$ cat config.mk
export PLATFORM = sky130hd
export DESIGN_NAME = ins_fetch_unit_flat
export DESIGN_NICKNAME = d
export VERILOG_FILES = /design/src/rtl/ins_fetch_unit_if.sv /design/src/rtl/ins_fetch_unit.sv /design/src/flat_wrapper.sv
export SDC_FILE = /design/constraint.sdc
export NUM_CORES = 1
export LEC_CHECK = 0
export BUFFER_PORTS_ARGS = -buffer_cell sky130_fd_sc_hd__buf_2
export CAP_MARGIN = 20
export CORE_MARGIN = 4
export CORE_UTILIZATION = 40
export DETAILED_ROUTE_END_ITERATION = 12
export MAX_ROUTING_LAYER = met4
export PLACE_DENSITY = 0.73
export SETUP_SLACK_MARGIN = 0.4
export SLEW_MARGIN = 20
export SYNTH_ARGS = -nofsm -noshare
export SYNTH_HDL_FRONTEND = slang
export SYNTH_SLANG_ARGS = --single-unit
$ cat constraint.sdc
create_clock -name CLK -period 2.4 [get_ports CLK]
set_clock_uncertainty 0.1 [all_clocks]
set_input_delay 0.24 -clock CLK [delete_from_list [all_inputs] [get_ports CLK]]
set_output_delay 0.24 -clock CLK [all_outputs]
set_load 0.02 [all_outputs]
$ cat src/rtl/ins_fetch_unit_if.sv
// Fetch-stage bus: decode back-pressure, branch redirect, instruction cache
// request/response, and the instruction stream delivered to decode.
interface ins_fetch_unit_if #(
    parameter int ADDRESS_WIDTH = 32,
    parameter int DATA_WIDTH    = 32
);
    logic                     STALL;
    logic                     BRANCH_TAKEN;
    logic [ADDRESS_WIDTH-1:0] BRANCH_ADDRESS;
    logic                     CACHE_READY;
    logic [DATA_WIDTH-1:0]    CACHE_INSTRUCTION;
    logic                     CACHE_READ;
    logic [ADDRESS_WIDTH-1:0] CACHE_ADDRESS;
    logic [ADDRESS_WIDTH-1:0] PC;
    logic [DATA_WIDTH-1:0]    INSTRUCTION;
    logic                     INSTRUCTION_VALID;

    // Environment side: decode, execute and the instruction cache.
    modport master (
        output STALL, BRANCH_TAKEN, BRANCH_ADDRESS, CACHE_READY, CACHE_INSTRUCTION,
        input  CACHE_READ, CACHE_ADDRESS, PC, INSTRUCTION, INSTRUCTION_VALID
    );

    // Fetch unit side.
    modport slave (
        input  STALL, BRANCH_TAKEN, BRANCH_ADDRESS, CACHE_READY, CACHE_INSTRUCTION,
        output CACHE_READ, CACHE_ADDRESS, PC, INSTRUCTION, INSTRUCTION_VALID
    );
endinterface

$ cat src/rtl/ins_fetch_unit.sv
// RV32I instruction fetch: owns the PC, requests words from the I-cache and
// feeds decode through a registered output stage with a one-entry hold buffer.
module ins_fetch_unit #(
    parameter int                       ADDRESS_WIDTH   = 32,
    parameter int                       DATA_WIDTH      = 32,
    parameter logic [ADDRESS_WIDTH-1:0] PC_RESET        = '0,
    parameter int                       PC_INCREMENT    = 4,
    parameter logic [DATA_WIDTH-1:0]    NOP_INSTRUCTION = DATA_WIDTH'(32'h00000013)
) (
    input  logic          CLK,
    input  logic          RESET,
    ins_fetch_unit_if.slave bus
);
    typedef enum logic [1:0] {ST_IDLE, ST_FETCH, ST_HOLD} state_t;

    state_t                   state_reg;
    logic [ADDRESS_WIDTH-1:0] pc_reg;
    logic [ADDRESS_WIDTH-1:0] pc_inc_next;
    logic [ADDRESS_WIDTH-1:0] branch_target_next;
    logic [DATA_WIDTH-1:0]    out_instr_reg;
    logic [ADDRESS_WIDTH-1:0] out_pc_reg;
    logic                     out_valid_reg;
    logic [DATA_WIDTH-1:0]    hold_instr_reg;
    logic [ADDRESS_WIDTH-1:0] hold_pc_reg;
    logic                     cache_read_reg;
    logic                     unused_branch_lsbs;

    assign pc_inc_next        = pc_reg + ADDRESS_WIDTH'(PC_INCREMENT);
    // Targets are word aligned; the low address bits from execute are dropped.
    assign branch_target_next = {bus.BRANCH_ADDRESS[ADDRESS_WIDTH-1:2], 2'b00};
    assign unused_branch_lsbs = ^bus.BRANCH_ADDRESS[1:0];

    always_ff @(posedge CLK) begin
        if (RESET) begin
            state_reg      <= ST_IDLE;
            pc_reg         <= PC_RESET;
            out_instr_reg  <= NOP_INSTRUCTION;
            out_pc_reg     <= '0;
            out_valid_reg  <= 1'b0;
            hold_instr_reg <= NOP_INSTRUCTION;
            hold_pc_reg    <= '0;
            cache_read_reg <= 1'b0;
        end else if (bus.BRANCH_TAKEN) begin
            // Flush beats stall: the output bubble is forced even if decode is stalled.
            state_reg      <= ST_FETCH;
            pc_reg         <= branch_target_next;
            out_instr_reg  <= NOP_INSTRUCTION;
            out_valid_reg  <= 1'b0;
            cache_read_reg <= 1'b1;
        end else begin
            case (state_reg)
                ST_IDLE: begin
                    state_reg      <= ST_FETCH;
                    cache_read_reg <= 1'b1;
                end
                ST_FETCH: begin
                    if (bus.CACHE_READY) begin
                        pc_reg <= pc_inc_next;
                        if (bus.STALL) begin
                            hold_instr_reg <= bus.CACHE_INSTRUCTION;
                            hold_pc_reg    <= pc_reg;
                            state_reg      <= ST_HOLD;
                            cache_read_reg <= 1'b0;
                        end else begin
                            out_instr_reg <= bus.CACHE_INSTRUCTION;
                            out_pc_reg    <= pc_reg;
                            out_valid_reg <= 1'b1;
                        end
                    end else if (!bus.STALL) begin
                        out_instr_reg <= NOP_INSTRUCTION;
                        out_valid_reg <= 1'b0;
                    end
                end
                ST_HOLD: begin
                    if (!bus.STALL) begin
                        out_instr_reg  <= hold_instr_reg;
                        out_pc_reg     <= hold_pc_reg;
                        out_valid_reg  <= 1'b1;
                        state_reg      <= ST_FETCH;
                        cache_read_reg <= 1'b1;
                    end
                end
                default: begin
                    state_reg      <= ST_IDLE;
                    cache_read_reg <= 1'b0;
                end
            endcase
        end
    end

    assign bus.CACHE_READ        = cache_read_reg;
    assign bus.CACHE_ADDRESS     = pc_reg;
    assign bus.PC                = out_pc_reg;
    assign bus.INSTRUCTION       = out_instr_reg;
    assign bus.INSTRUCTION_VALID = out_valid_reg;
endmodule

$ cat src/flat_wrapper.sv
// flat-port wrapper written by rule: the top's interface ports become plain ports
module ins_fetch_unit_flat 
#(
    parameter int                       ADDRESS_WIDTH   = 32,
    parameter int                       DATA_WIDTH      = 32,
    parameter logic [ADDRESS_WIDTH-1:0] PC_RESET        = '0,
    parameter int                       PC_INCREMENT    = 4,
    parameter logic [DATA_WIDTH-1:0]    NOP_INSTRUCTION = DATA_WIDTH'(32'h00000013)
)
  (CLK, RESET, bus_STALL, bus_BRANCH_TAKEN, bus_BRANCH_ADDRESS, bus_CACHE_READY, bus_CACHE_INSTRUCTION, bus_CACHE_READ, bus_CACHE_ADDRESS, bus_PC, bus_INSTRUCTION, bus_INSTRUCTION_VALID);
  ins_fetch_unit_if #(.ADDRESS_WIDTH(ADDRESS_WIDTH), .DATA_WIDTH(DATA_WIDTH)) bus_i ();
  input  logic CLK;
  input  logic RESET;
  input wire logic [$bits(bus_i.STALL)-1:0] bus_STALL;
  input wire logic [$bits(bus_i.BRANCH_TAKEN)-1:0] bus_BRANCH_TAKEN;
  input wire logic [$bits(bus_i.BRANCH_ADDRESS)-1:0] bus_BRANCH_ADDRESS;
  input wire logic [$bits(bus_i.CACHE_READY)-1:0] bus_CACHE_READY;
  input wire logic [$bits(bus_i.CACHE_INSTRUCTION)-1:0] bus_CACHE_INSTRUCTION;
  output wire logic [$bits(bus_i.CACHE_READ)-1:0] bus_CACHE_READ;
  output wire logic [$bits(bus_i.CACHE_ADDRESS)-1:0] bus_CACHE_ADDRESS;
  output wire logic [$bits(bus_i.PC)-1:0] bus_PC;
  output wire logic [$bits(bus_i.INSTRUCTION)-1:0] bus_INSTRUCTION;
  output wire logic [$bits(bus_i.INSTRUCTION_VALID)-1:0] bus_INSTRUCTION_VALID;
  assign bus_i.STALL = bus_STALL;
  assign bus_i.BRANCH_TAKEN = bus_BRANCH_TAKEN;
  assign bus_i.BRANCH_ADDRESS = bus_BRANCH_ADDRESS;
  assign bus_i.CACHE_READY = bus_CACHE_READY;
  assign bus_i.CACHE_INSTRUCTION = bus_CACHE_INSTRUCTION;
  assign bus_CACHE_READ = bus_i.CACHE_READ;
  assign bus_CACHE_ADDRESS = bus_i.CACHE_ADDRESS;
  assign bus_PC = bus_i.PC;
  assign bus_INSTRUCTION = bus_i.INSTRUCTION;
  assign bus_INSTRUCTION_VALID = bus_i.INSTRUCTION_VALID;
  ins_fetch_unit #(.ADDRESS_WIDTH(ADDRESS_WIDTH), .DATA_WIDTH(DATA_WIDTH), .PC_RESET(PC_RESET), .PC_INCREMENT(PC_INCREMENT), .NOP_INSTRUCTION(NOP_INSTRUCTION)) u_core (.CLK(CLK), .RESET(RESET), .bus(bus_i));
endmodule
==> metrics.sh, run 1 <==
ROWS=47
PEAKVDDDROP_mV=0.4971
RSZ0062_AT_GRT='true'
FMAX_MHz=474.8
P_COMB_SHARE_PCT=12.1
ANTENNA_VIOLATIONS_BEFORE_REPAIR=2
DR.FIRST_ITER.DRC_COUNT=500
SLEW_VIOLATIONS=0
POST_ROUTE_WL_UM=20910
DETAILEDROUTE.FIRSTPASSITERATIONCOUNT=5
FIRST_GLOBAL_VIAS=6536
TIMING_WORST_SLEW_PIN_VALUE_PS=652.1
POSTSYNTHCELLCOUNT=877
CRIT-REG2REG-CAPTURE='u_core.bus.CACHE_ADDRESS[23]$_SDFFE_PP0P_'
SYNTHESIS.AREA_PER_INSTANCE_UM2=7.767
FINAL_NETS=1148
NET-SWITCHING-POWER_mW=1.606
CTS_TREE='yes'
FIN_CRIT_PS=2106
STATUS='completed'
DRIVE_ABOVE_1_SHARE_PCT=26.70
GRT_UTIL_ALL_LAYERS_PCT=21.39
SLEW_HEADROOM_PCT=56.37
LAYOUT-AREA-OVERHEAD-VS-SYNTH_PCT=38.39
CLOCK_POWER_SHARE_PCT=43.0
CLK_LATENCY_PS=420
WORST-ENDPOINT-REQUIRED_PS=2640
DIEWIDTH_UM=138.5
CAP_VIOL_MAX_COUNT=0
SYNTH_COMMON_CELLS='sky130_fd_sc_hd__nand2_1, sky130_fd_sc_hd__dfxtp_1, sky130_fd_sc_hd__nor2_1, sky130_fd_sc_hd__a311oi_1, sky130_fd_sc_hd__a21oi_1'
CLK_ROOT_BUFFER_CELL='sky130_fd_sc_hd__clkbuf_16'
SYNTH-ASYNC-RESET-RATIO_PCT=0
WORST_HOLD_PATH_TYPE='in -> reg'
ANTENNA_VIOLATING_NETS_LEFT=0
DIE_HEIGHT_UM=138.5
SYNTH_LARGEST_TYPE_AREA_FRACTION_PCT=46.44
FINAL-INSTANCE-COUNT-EXCL-FILL=1312
WORST-SETUP-PATH-TYPE='reg -> reg'
SYNTH_AREA_UM2=6812
SYNTHMOSTINSTANTIATEDCELL='sky130_fd_sc_hd__nand2_1'
GRT_PASS1_WL_UM=33110
CLOCK_SINKS=158
POWER_PER_UNIT_OF_STANDARD_CELL_AREA_nW_PER_UM2=666.5
CLK_PATH_BUF_DEPTH=2
SYNTH_AREA_LEADERS='sky130_fd_sc_hd__dfxtp_1, sky130_fd_sc_hd__nand2_1, sky130_fd_sc_hd__a311oi_1, sky130_fd_sc_hd__a21oi_1, sky130_fd_sc_hd__nor2_1'
PLACE_INST=1203
MAXIMUM_NUMBER_OF_PINS_ON_ONE_NET_BEFORE_GLOBAL_ROUTE_REPAIR=125
SYNTH_SEQUENTIAL_AREA_RATIO_PCT=46.44
STARTING_UTILIZATION_OF_THE_CORE_AREA_PCT=40.93
GRT-OVFL-TOTAL=0
TIMING.REG2REG.WORST_PATH_DEPTH=5
SYNTH_CELL_TYPE_COUNT=46
CORE_UM2=16640
NUM_IO_PINS=167
POST-ROUTE-DRC-COUNT=0
CTS_BUFFERS=17
SYNTH_FLOP_CELL='sky130_fd_sc_hd__dfxtp_1'
FINAL_HOLD_VIOL_COUNT=0
SYNTH_TOP_CELL_BY_AREA='sky130_fd_sc_hd__dfxtp_1'
VIAS_PER_CELL=5.400
CTS.CLK_SLEW.WORST_PATHS_PS=70
CELLINTERNALPOWER_mW=4.677
PORT_BUFFERS=160
DIE-AREA_UM2=19180
TIMING.CRITICAL_PATH.FANOUT_MAX=6
POST_DRT_WL_PER_CELL_UM=15.94
SETUP_VIOLATIONS=0
STATIC-LEAKAGE-POWER_nW=3.593
DETAILROUTE.VIA_COUNT=7085
CLOCK_TREE.HTREE_LEVEL_COUNT=4
SEQUENTIALPOWERSHARE_PCT=44.8
CRITICAL_PATH_DESTINATION='u_core.bus.CACHE_ADDRESS[23]$_SDFFE_PP0P_'
SYNTH.YOSYS.WARNINGS=0
WORST_R2R_START='u_core.state_reg[1]$_SDFFE_PP0P_'
WORSTSETUPSTARTPOINTTYPE='register'
SYNTH_EDF_COUNT=0
CRITPATHCAPTURETYPE='register'
FINAL_MIN_PERIOD_OVER_CLOCK_PERIOD_PCT=87.76
REG2REG_SETUP_SLACK_PS=290
POWER_SWITCHING_SHARE_PCT=25.56
DATA_ARRIVAL_TIME_OF_THE_CRITICAL_PATH_PS=2340
SETUP.WORST_PATH.START='u_core.state_reg[1]$_SDFFE_PP0P_'
GPL.FINAL_WEIGHTED_CONGESTION=0.8359
SYNTH-SEQ-CELLS=158
DPL.HPWL_UM=12620
TNS_PS=0
==> through the flow <==
step	utilization (%)	instance area, um2	total power [mW]	hold slack (ps)	setup slack, ps
floorplan	-	6888	3.258	264.2	294.1
global placement	47.64	7928	3.502	342.0	221.8
detailed placement	47.64	7928	3.511	346.5	201.7
CTS	55.31	9205	6.301	0.2836	354.0
global route	56.64	9427	6.526	17.48	230.3
finish	56.64	9427	6.283	4.684	293.7
==> what timing repair did <==
action | 4_1_cts | 5_1_grt
cloned | 0 | 1
hold buffers | 48 | 1
endpoints found under the hold margin | 51 | 1
buffers inserted | 15 | 11
gates resized for setup | 24 | 24
pin swaps | 9 | 17
setup endpoints to repair | 43 | 104
==> cell type report <==
cell class                 instances  area (um2)
antenna                            2       5.005
clock buffer                      22       485.5
clock inverter                     9       107.6
fill                            1463        7216
inverter                          12       45.04
multi-input combinational        626        3442
sequential                       158        3228
tap                              220       275.3
timing repair buffer             263        1838
==> critical path, cell delays in order, from the launching register on <==
cell	delay [ps]
sky130_fd_sc_hd__dfxtp_2	320
sky130_fd_sc_hd__nand3b_4	150
sky130_fd_sc_hd__buf_6	120
sky130_fd_sc_hd__or4_4	600
sky130_fd_sc_hd__or4_4	500
sky130_fd_sc_hd__a311oi_2	230
==> cells in the final DEF (no fill, tap or decap), types with 4 or more instances in the layout <==
cell type / count
sky130_fd_sc_hd__nand3_1: 39
sky130_fd_sc_hd__a211oi_1: 10
sky130_fd_sc_hd__xnor2_1: 7
sky130_fd_sc_hd__nand2_1: 227
sky130_fd_sc_hd__o31ai_1: 7
sky130_fd_sc_hd__nand4_1: 8
sky130_fd_sc_hd__nor3_1: 6
sky130_fd_sc_hd__dfxtp_2: 4
sky130_fd_sc_hd__buf_6: 7
sky130_fd_sc_hd__a311oi_1: 69
sky130_fd_sc_hd__o211ai_1: 4
sky130_fd_sc_hd__or4_1: 6
sky130_fd_sc_hd__o21ai_0: 9
sky130_fd_sc_hd__nand2b_1: 4
sky130_fd_sc_hd__dfxtp_1: 138
sky130_fd_sc_hd__dfxtp_4: 16
sky130_fd_sc_hd__a21oi_1: 69
sky130_fd_sc_hd__nor4_1: 6
sky130_fd_sc_hd__nor2_1: 90
sky130_fd_sc_hd__nand3b_1: 6
sky130_fd_sc_hd__inv_1: 12
sky130_fd_sc_hd__dlygate4sd3_1: 49
sky130_fd_sc_hd__conb_1: 4
sky130_fd_sc_hd__buf_12: 7
sky130_fd_sc_hd__buf_4: 39
sky130_fd_sc_hd__clkbuf_16: 19
sky130_fd_sc_hd__buf_2: 159
sky130_fd_sc_hd__or3_1: 5
==> cells by family (layout without fill, tap and decap cells) <==
family / after synthesis / in the layout / share of synthesized area (%)
adder cells (fa/ha/maj): 1 / 1 / 0.1837
buffers and inverters: 96 / 306 / 5.639
AO/OA/AOI/OAI: 187 / 187 / 19.10
flip-flops: 158 / 158 / 46.44
AND/OR/NAND/NOR: 424 / 424 / 27.28
XOR/XNOR: 9 / 9 / 1.157
multiplexers: 1 / 1 / 0.1470
other: 1 / 6 / 0.05505
==> power by group through the flow <==
stage	combinational (mW)	sequential, mW	clock, mW
after floorplan	0.312	2.95	0
after global placement	0.629	2.87	0
after detailed placement	0.634	2.88	0
after CTS	0.726	2.81	2.76
after global routing	0.831	2.83	2.86
final	0.763	2.82	2.70
==> routing by layer <==
metal | share of wire (%) | vias to the layer above | GRT usage (%)
met5 | 0 | - | -
met4 | 1.9 | 0 | 6.864
met3 | 6.6 | 26 | 5.249
met2 | 48 | 247 | 33.74
met1 | 43 | 3342 | 27.12
li1 | - | 3470 | -
==> worst min-delay path by stage <==
stage | from | to | cells after the start
final | bus_BRANCH_ADDRESS[11] | u_core.bus.CACHE_ADDRESS[11]$_SDFFE_PP0P_ | 3
after global routing | bus_BRANCH_ADDRESS[4] | u_core.bus.CACHE_ADDRESS[4]$_SDFFE_PP0P_ | 3
after CTS | bus_BRANCH_ADDRESS[23] | u_core.bus.CACHE_ADDRESS[23]$_SDFFE_PP0P_ | 3
after detailed placement | u_core.hold_instr_reg[17]$_SDFFE_PP0P_ | u_core.hold_instr_reg[17]$_SDFFE_PP0P_ | 2
after global placement | u_core.hold_pc_reg[10]$_SDFFE_PP0P_ | u_core.hold_pc_reg[10]$_SDFFE_PP0P_ | 2
after floorplan | bus_CACHE_INSTRUCTION[0] | u_core.hold_instr_reg[0]$_SDFFE_PP1P_ | 2
(Power assumes the default switching activity.)
==> inputs of run 2 (changes only) <==
Settings changed: RECOVER_POWER from default to 25.
==> run 2 against run 1 <==
Clock-buffer cell count unchanged. Final cell count unchanged. Register-to-register slack about the same. Global-route usage unchanged.
==> metrics.sh, run 2 (synthesis results as in run 1) <==
STARTING_UTILIZATION_OF_THE_CORE_AREA_PCT=40.93
GRT_UTIL_ALL_LAYERS_PCT=21.39
FINAL-INSTANCE-COUNT-EXCL-FILL=1312
WORSTSETUPSTARTPOINTTYPE='register'
POST-ROUTE-CELL-AREA_UM2=9351
FINAL_HOLD_VIOL_COUNT=0
STATUS='completed'
RSZ0062_AT_GRT='true'
PEAKVDDDROP_mV=0.4988
POST-ROUTE-DRC-COUNT=0
FINAL_MIN_PERIOD_OVER_CLOCK_PERIOD_PCT=87.82
PLACE_INST=1203
SLEW_VIOLATIONS=0
CRIT-REG2REG-CAPTURE='u_core.bus.CACHE_ADDRESS[23]$_SDFFE_PP0P_'
WORST_R2R_START='u_core.state_reg[1]$_SDFFE_PP0P_'
ANTENNA_VIOLATING_NETS_LEFT=0
CRITICAL_PATH.CELL_CHAIN='nand3b_4 -> buf_6 -> or4_4 -> or4_4 -> a311oi_2'
CRIT_PATH_TOP_DELAY_CELL='sky130_fd_sc_hd__or4_4'
WORST-ENDPOINT-REQUIRED_PS=2640
GRT-OVFL-TOTAL=0
DETAILEDROUTE.FIRSTPASSITERATIONCOUNT=7
GRT_PASS1_WL_UM=33110
CORE_UM2=16640
NUM_IO_PINS=167
FIN_TOTAL_PWR_mW=6.271
DIEWIDTH_UM=138.5
POST_DRT_WL_PER_CELL_UM=16.00
CP_TOP_FAMILY='simple AND/OR/NAND/NOR gates'
CLOCK_SINKS=158
PLACEDINSTANCEAREA_UM2=7928
DR.FIRST_ITER.DRC_COUNT=504
GPL.FINAL_WEIGHTED_CONGESTION=0.8359
DATA_ARRIVAL_TIME_OF_THE_CRITICAL_PATH_PS=2350
TIMING_WORST_SLEW_PIN_VALUE_PS=649.5
WHS_ENDPOINT='u_core.bus.CACHE_ADDRESS[11]$_SDFFE_PP0P_'
FF_LATCH_AREA_UM2=3228
MAXIMUM_NUMBER_OF_PINS_ON_ONE_NET_BEFORE_GLOBAL_ROUTE_REPAIR=125
TIMING.REG2REG.WORST_PATH_DEPTH=5
MAX_STAGE_DELAY_PS=600
CRIT_TOP_CELL='sky130_fd_sc_hd__or4_4'
MOST-COMMON-LAYOUT-CELLS='sky130_fd_sc_hd__nand2_1, sky130_fd_sc_hd__dfxtp_1, sky130_fd_sc_hd__buf_2'
DIE_HEIGHT_UM=138.5
ROWS=47
DETAILROUTE.VIA_COUNT=7131
SETUP_VIOLATIONS=0
WORST_HOLD_PATH_TYPE='in -> reg'
CLK_PATH_BUF_DEPTH=2
STATIC-LEAKAGE-POWER_nW=3.347
DIE-AREA_UM2=19180
POST-ROUTE-UTIL_PCT=56.19
FIN_CRIT_PS=2108
WORST_HOLD_PATH.NUM_CELLS=3
CLOCK_TREE.HTREE_LEVEL_COUNT=4
CAP_VIOL_MAX_COUNT=0
FINAL_COMMON_CELL='sky130_fd_sc_hd__nand2_1'
CTS_BUFFERS=17
PORT_BUFFERS=160
POWER_PER_UNIT_OF_STANDARD_CELL_AREA_nW_PER_UM2=670.6
FILLCELLCOUNT=1492
POST_ROUTE_WL_UM=20990
VIAS_PER_CELL=5.435
TNS_PS=0
CTS_TREE='yes'
CTS.CLK_SLEW.WORST_PATHS_PS=70
ANTENNA_VIOLATIONS_BEFORE_REPAIR=2
LAYOUT-AREA-OVERHEAD-VS-SYNTH_PCT=37.29
HOLDCRITSTARTPOINT='bus_BRANCH_ADDRESS[11]'
REG2REG_SETUP_SLACK_PS=290
CLK_ROOT_BUFFER_CELL='sky130_fd_sc_hd__clkbuf_16'
DPL.HPWL_UM=12620
TIMING.CRITICAL_PATH.BUF_INV=1
CRITPATHCAPTURETYPE='register'
CLK_LATENCY_PS=430
SLEW_HEADROOM_PCT=56.54
DRIVE_ABOVE_1_SHARE_PCT=21.19
FIRST_GLOBAL_VIAS=6536
FMAX_MHz=474.5
TIMING.CRITICAL_PATH.FANOUT_MAX=6
WORST-SETUP-PATH-TYPE='reg -> reg'
FINAL_NETS=1148
FOOTPRINT_OF_THE_MULTI_INPUT_GATES_UM2=3442
-- run 2: worst max path at each step --
stage | start | end | depth (start not counted)
after global routing | u_core.state_reg[1]$_SDFFE_PP0P_ | u_core.bus.CACHE_ADDRESS[23]$_SDFFE_PP0P_ | 5
after detailed placement | u_core.bus.CACHE_ADDRESS[3]$_SDFFE_PP0P_ | u_core.bus.CACHE_ADDRESS[24]$_SDFFE_PP0P_ | 5
after CTS | u_core.state_reg[1]$_SDFFE_PP0P_ | u_core.bus.CACHE_ADDRESS[23]$_SDFFE_PP0P_ | 5
after floorplan | u_core.bus.CACHE_ADDRESS[4]$_SDFFE_PP0P_ | u_core.bus.CACHE_ADDRESS[23]$_SDFFE_PP0P_ | 6
after global placement | u_core.bus.CACHE_ADDRESS[2]$_SDFFE_PP0P_ | u_core.bus.CACHE_ADDRESS[22]$_SDFFE_PP0P_ | 6
final | u_core.state_reg[1]$_SDFFE_PP0P_ | u_core.bus.CACHE_ADDRESS[23]$_SDFFE_PP0P_ | 5
-- run 2: stage by stage --
step	hold slack, ps	worst slack (ps)
5_1_grt	17.48	230.3
2_1_floorplan	264.2	294.1
3_5_place_dp	346.5	201.7
3_3_place_gp	342.0	221.8
4_1_cts	0.2836	354.0
6_report	1.424	292.4
-- run 2: worst min-delay path, delay by kind of cell --
kind,cells,cell delay [ps]
AOI/OAI and AO/OA,1,60
buffers and inverters,1,100
and+or+nand+nor,1,80
-- run 2: routing by layer --
| layer | track usage [%] | wire [um] | vias to the layer above |
|---|---|---|---|
| li1 | - | - | 3473 |
| met1 | 27.12 | 9021 | 3372 |
| met2 | 33.74 | 10130 | 261 |
| met3 | 5.249 | 1460 | 25 |
| met4 | 6.864 | 374 | 0 |
| met5 | - | 0 | - |
-- run 2: final cells by class --
cell class	instances	share of cell area, %
clock inverter	9	1.151
tap	220	2.944
timing repair buffer	263	18.85
sequential	158	34.52
multi-input combinational	626	36.81
inverter	12	0.4817
antenna	2	0.05352
clock buffer	22	5.191
-- run 2: what timing repair did --
| item | 4_1_cts | 5_1_grt |
|---|---|---|
| endpoints found under the hold margin | 51 | 1 |
| setup buffers | 15 | 11 |
| setup endpoints to repair | 43 | 104 |
| pin swaps | 9 | 17 |
| gates resized for setup | 24 | 24 |
| cloned | 0 | 1 |
| hold buffers | 48 | 1 |
-- run 2: where the power goes --
group / internal (mW) / switching [mW] / leakage [nW]
sequential: 2.72 / 0.101 / 1.30
clock: 1.64 / 1.06 / 0.284
combinational: 0.309 / 0.444 / 1.76
==> inputs of run 3 (changes only) <==
Settings changed: CTS_BUF_LIST from default to sky130_fd_sc_hd__clkbuf_4 sky130_fd_sc_hd__clkbuf_8.
==> run 3 against run 2 <==
Clock power fell by 23%. Power shrank 9.9%. Cell area down 0.99%. Sequential cell count stayed put. Worst setup slack improved by 36 ps. First-iteration DRC count grew 5.6%. Register-to-register slack better by 40 ps. Wire length rose by 0.47%. Sequential power about the same. Largest power group unchanged. Highest routed layer unchanged.
==> metrics.sh, run 3 (synthesis results as in run 1) <==
STATIC-LEAKAGE-POWER_nW=3.298
GRT_UTIL_ALL_LAYERS_PCT=21.43
CRIT-REG2REG-CAPTURE='u_core.bus.CACHE_ADDRESS[23]$_SDFFE_PP0P_'
MAXIMUM_NUMBER_OF_PINS_ON_ONE_NET_BEFORE_GLOBAL_ROUTE_REPAIR=125
REG2REG_SETUP_SLACK_PS=330
CRITPATHCAPTURETYPE='register'
CORE_UM2=16640
FMAX_MHz=482.7
CLOCK_SINKS=158
CTS_TREE='yes'
WORSTSETUPSTARTPOINTTYPE='register'
POST_ROUTE_WL_UM=21090
PEAKVDDDROP_mV=0.3413
STARTING_UTILIZATION_OF_THE_CORE_AREA_PCT=40.93
FINAL_MIN_PERIOD_OVER_CLOCK_PERIOD_PCT=86.32
DPL.HPWL_UM=12620
FIN_CRIT_PS=2072
TIMING.CRITICAL_PATH.FANOUT_MAX=6
WORST-ENDPOINT-REQUIRED_PS=2660
TIMING.REG2REG.WORST_PATH_DEPTH=5
LAYOUT-AREA-OVERHEAD-VS-SYNTH_PCT=35.93
FINAL_HOLD_VIOL_COUNT=0
PORT_BUFFERS=160
POWER_PER_UNIT_OF_STANDARD_CELL_AREA_nW_PER_UM2=610.4
NUM_IO_PINS=167
STATUS='completed'
ANTENNA_VIOLATIONS_BEFORE_REPAIR=2
FINAL_NETS=1159
CLK_LATENCY_PS=440
WORST_HOLD_PATH.NUM_CELLS=3
DR.FIRST_ITER.DRC_COUNT=532
SETUP_VIOLATIONS=0
HOLDCRITSTARTPOINT='bus_STALL'
GRT_PASS1_WL_UM=33260
WORST_R2R_START='u_core.state_reg[1]$_SDFFE_PP0P_'
ANTENNA_VIOLATING_NETS_LEFT=0
DIE-AREA_UM2=19180
CLK_PATH_BUF_DEPTH=2
TIMING_WORST_SLEW_PIN_VALUE_PS=651.3
DRIVE_ABOVE_1_SHARE_PCT=21.44
DATA_ARRIVAL_TIME_OF_THE_CRITICAL_PATH_PS=2330
DETAILEDROUTE.FIRSTPASSITERATIONCOUNT=5
DIE_HEIGHT_UM=138.5
CLOCK_TREE.HTREE_LEVEL_COUNT=4
TNS_PS=0
MOST-COMMON-LAYOUT-CELLS='sky130_fd_sc_hd__nand2_1, sky130_fd_sc_hd__dfxtp_1, sky130_fd_sc_hd__buf_2'
HOLDWS_PS=54.33
POST-ROUTE-DRC-COUNT=0
SLEW_HEADROOM_PCT=56.42
WORST-SETUP-PATH-TYPE='reg -> reg'
GPL.FINAL_WEIGHTED_CONGESTION=0.8359
FIRST_GLOBAL_VIAS=6554
DIEWIDTH_UM=138.5
RSZ0062_AT_GRT='true'
SLEW_VIOLATIONS=0
FINAL_COMMON_CELL='sky130_fd_sc_hd__nand2_1'
CLK_ROOT_BUFFER_CELL='sky130_fd_sc_hd__clkbuf_8'
ROWS=47
VIAS_PER_CELL=5.405
WHS_ENDPOINT='u_core.state_reg[1]$_SDFFE_PP0P_'
GRT-OVFL-TOTAL=0
DETAILROUTE.VIA_COUNT=7151
WORST_HOLD_PATH_TYPE='in -> reg'
CTS_BUFFERS=17
CAP_VIOL_MAX_COUNT=0
CTS.CLK_SLEW.WORST_PATHS_PS=90
POST_DRT_WL_PER_CELL_UM=15.94
-- run 3: cell types whose count changed in the layout (fill, tap and decap cells not counted), sizes merged --
| cell | delta |
|---|---|
| dlygate4sd3 | +10 |
| buf | +1 |
| bufinv | +1 |
| clkbuf | -1 |
-- run 3: worst max path at each step --
| stage | start | end | slack [ps] |
|---|---|---|---|
| after floorplan | u_core.bus.CACHE_ADDRESS[4]$_SDFFE_PP0P_ | u_core.bus.CACHE_ADDRESS[23]$_SDFFE_PP0P_ | 290 |
| after global placement | u_core.bus.CACHE_ADDRESS[2]$_SDFFE_PP0P_ | u_core.bus.CACHE_ADDRESS[22]$_SDFFE_PP0P_ | 220 |
| after detailed placement | u_core.bus.CACHE_ADDRESS[3]$_SDFFE_PP0P_ | u_core.bus.CACHE_ADDRESS[24]$_SDFFE_PP0P_ | 200 |
| after CTS | u_core.bus.CACHE_ADDRESS[10]$_SDFFE_PP0P_ | u_core.bus.CACHE_ADDRESS[23]$_SDFFE_PP0P_ | 330 |
| after global routing | u_core.state_reg[1]$_SDFFE_PP0P_ | u_core.bus.CACHE_ADDRESS[23]$_SDFFE_PP0P_ | 260 |
| final | u_core.state_reg[1]$_SDFFE_PP0P_ | u_core.bus.CACHE_ADDRESS[23]$_SDFFE_PP0P_ | 330 |
-- run 3: area by class of cell --
cell class | instances | area (um2)
inverters | 12 | 45.04
multi-input cells | 626 | 3436
clock buffers | 21 | 276.5
repair buffers | 274 | 1857
flip-flops and latches | 158 | 3227
clock inverters | 10 | 137.6
fillers | 1506 | 7383
diodes | 2 | 5.005
well taps | 220 | 275.3
-- run 3: through the flow --
stage	power (mW)	setup WS, ps	instance area, um2	instances	util (%)
floorplan	3.258	294.1	6888	880	-
global placement	3.502	221.8	7928	1203	47.64
detailed placement	3.511	201.7	7928	1203	47.64
CTS	5.680	332.6	9136	1308	54.90
global route	5.891	261.9	9259	1323	55.63
finish	5.652	328.2	9259	1323	55.63
-- run 3: routing by layer --
metal | vias up | part of all wire, % | global-route usage [%]
li1 | 3489 | - | -
met1 | 3367 | 44 | 27.70
met2 | 261 | 47 | 33.63
met3 | 34 | 6.7 | 4.523
met4 | 0 | 2.2 | 7.072
met5 | - | 0 | -
-- run 3: critical path, cell delays in order (launching register included) --
cell and delay (ps):
sky130_fd_sc_hd__dfxtp_2 330, sky130_fd_sc_hd__nand3b_4 150, sky130_fd_sc_hd__buf_6 120, sky130_fd_sc_hd__or4_4 570, sky130_fd_sc_hd__or4_4 500, sky130_fd_sc_hd__a311oi_2 230
-- run 3: report_power, final --
part	total, mW	internal, mW	switching (mW)	leakage [nW]
registers	2.81	2.71	0.0971	1.30
clock network	2.07	1.10	0.973	0.205
logic	0.769	0.318	0.451	1.79
total	5.65	4.13	1.52	3.30
-- run 3: repair_timing --
item                       4_1_cts  5_1_grt
cloned                           0        2
setup buffers                   15       11
resized for setup               25       19
hold endpoints to repair        88        0
setup endpoints to repair       43      108
pin swaps                       11       15
hold buffers                    59        0
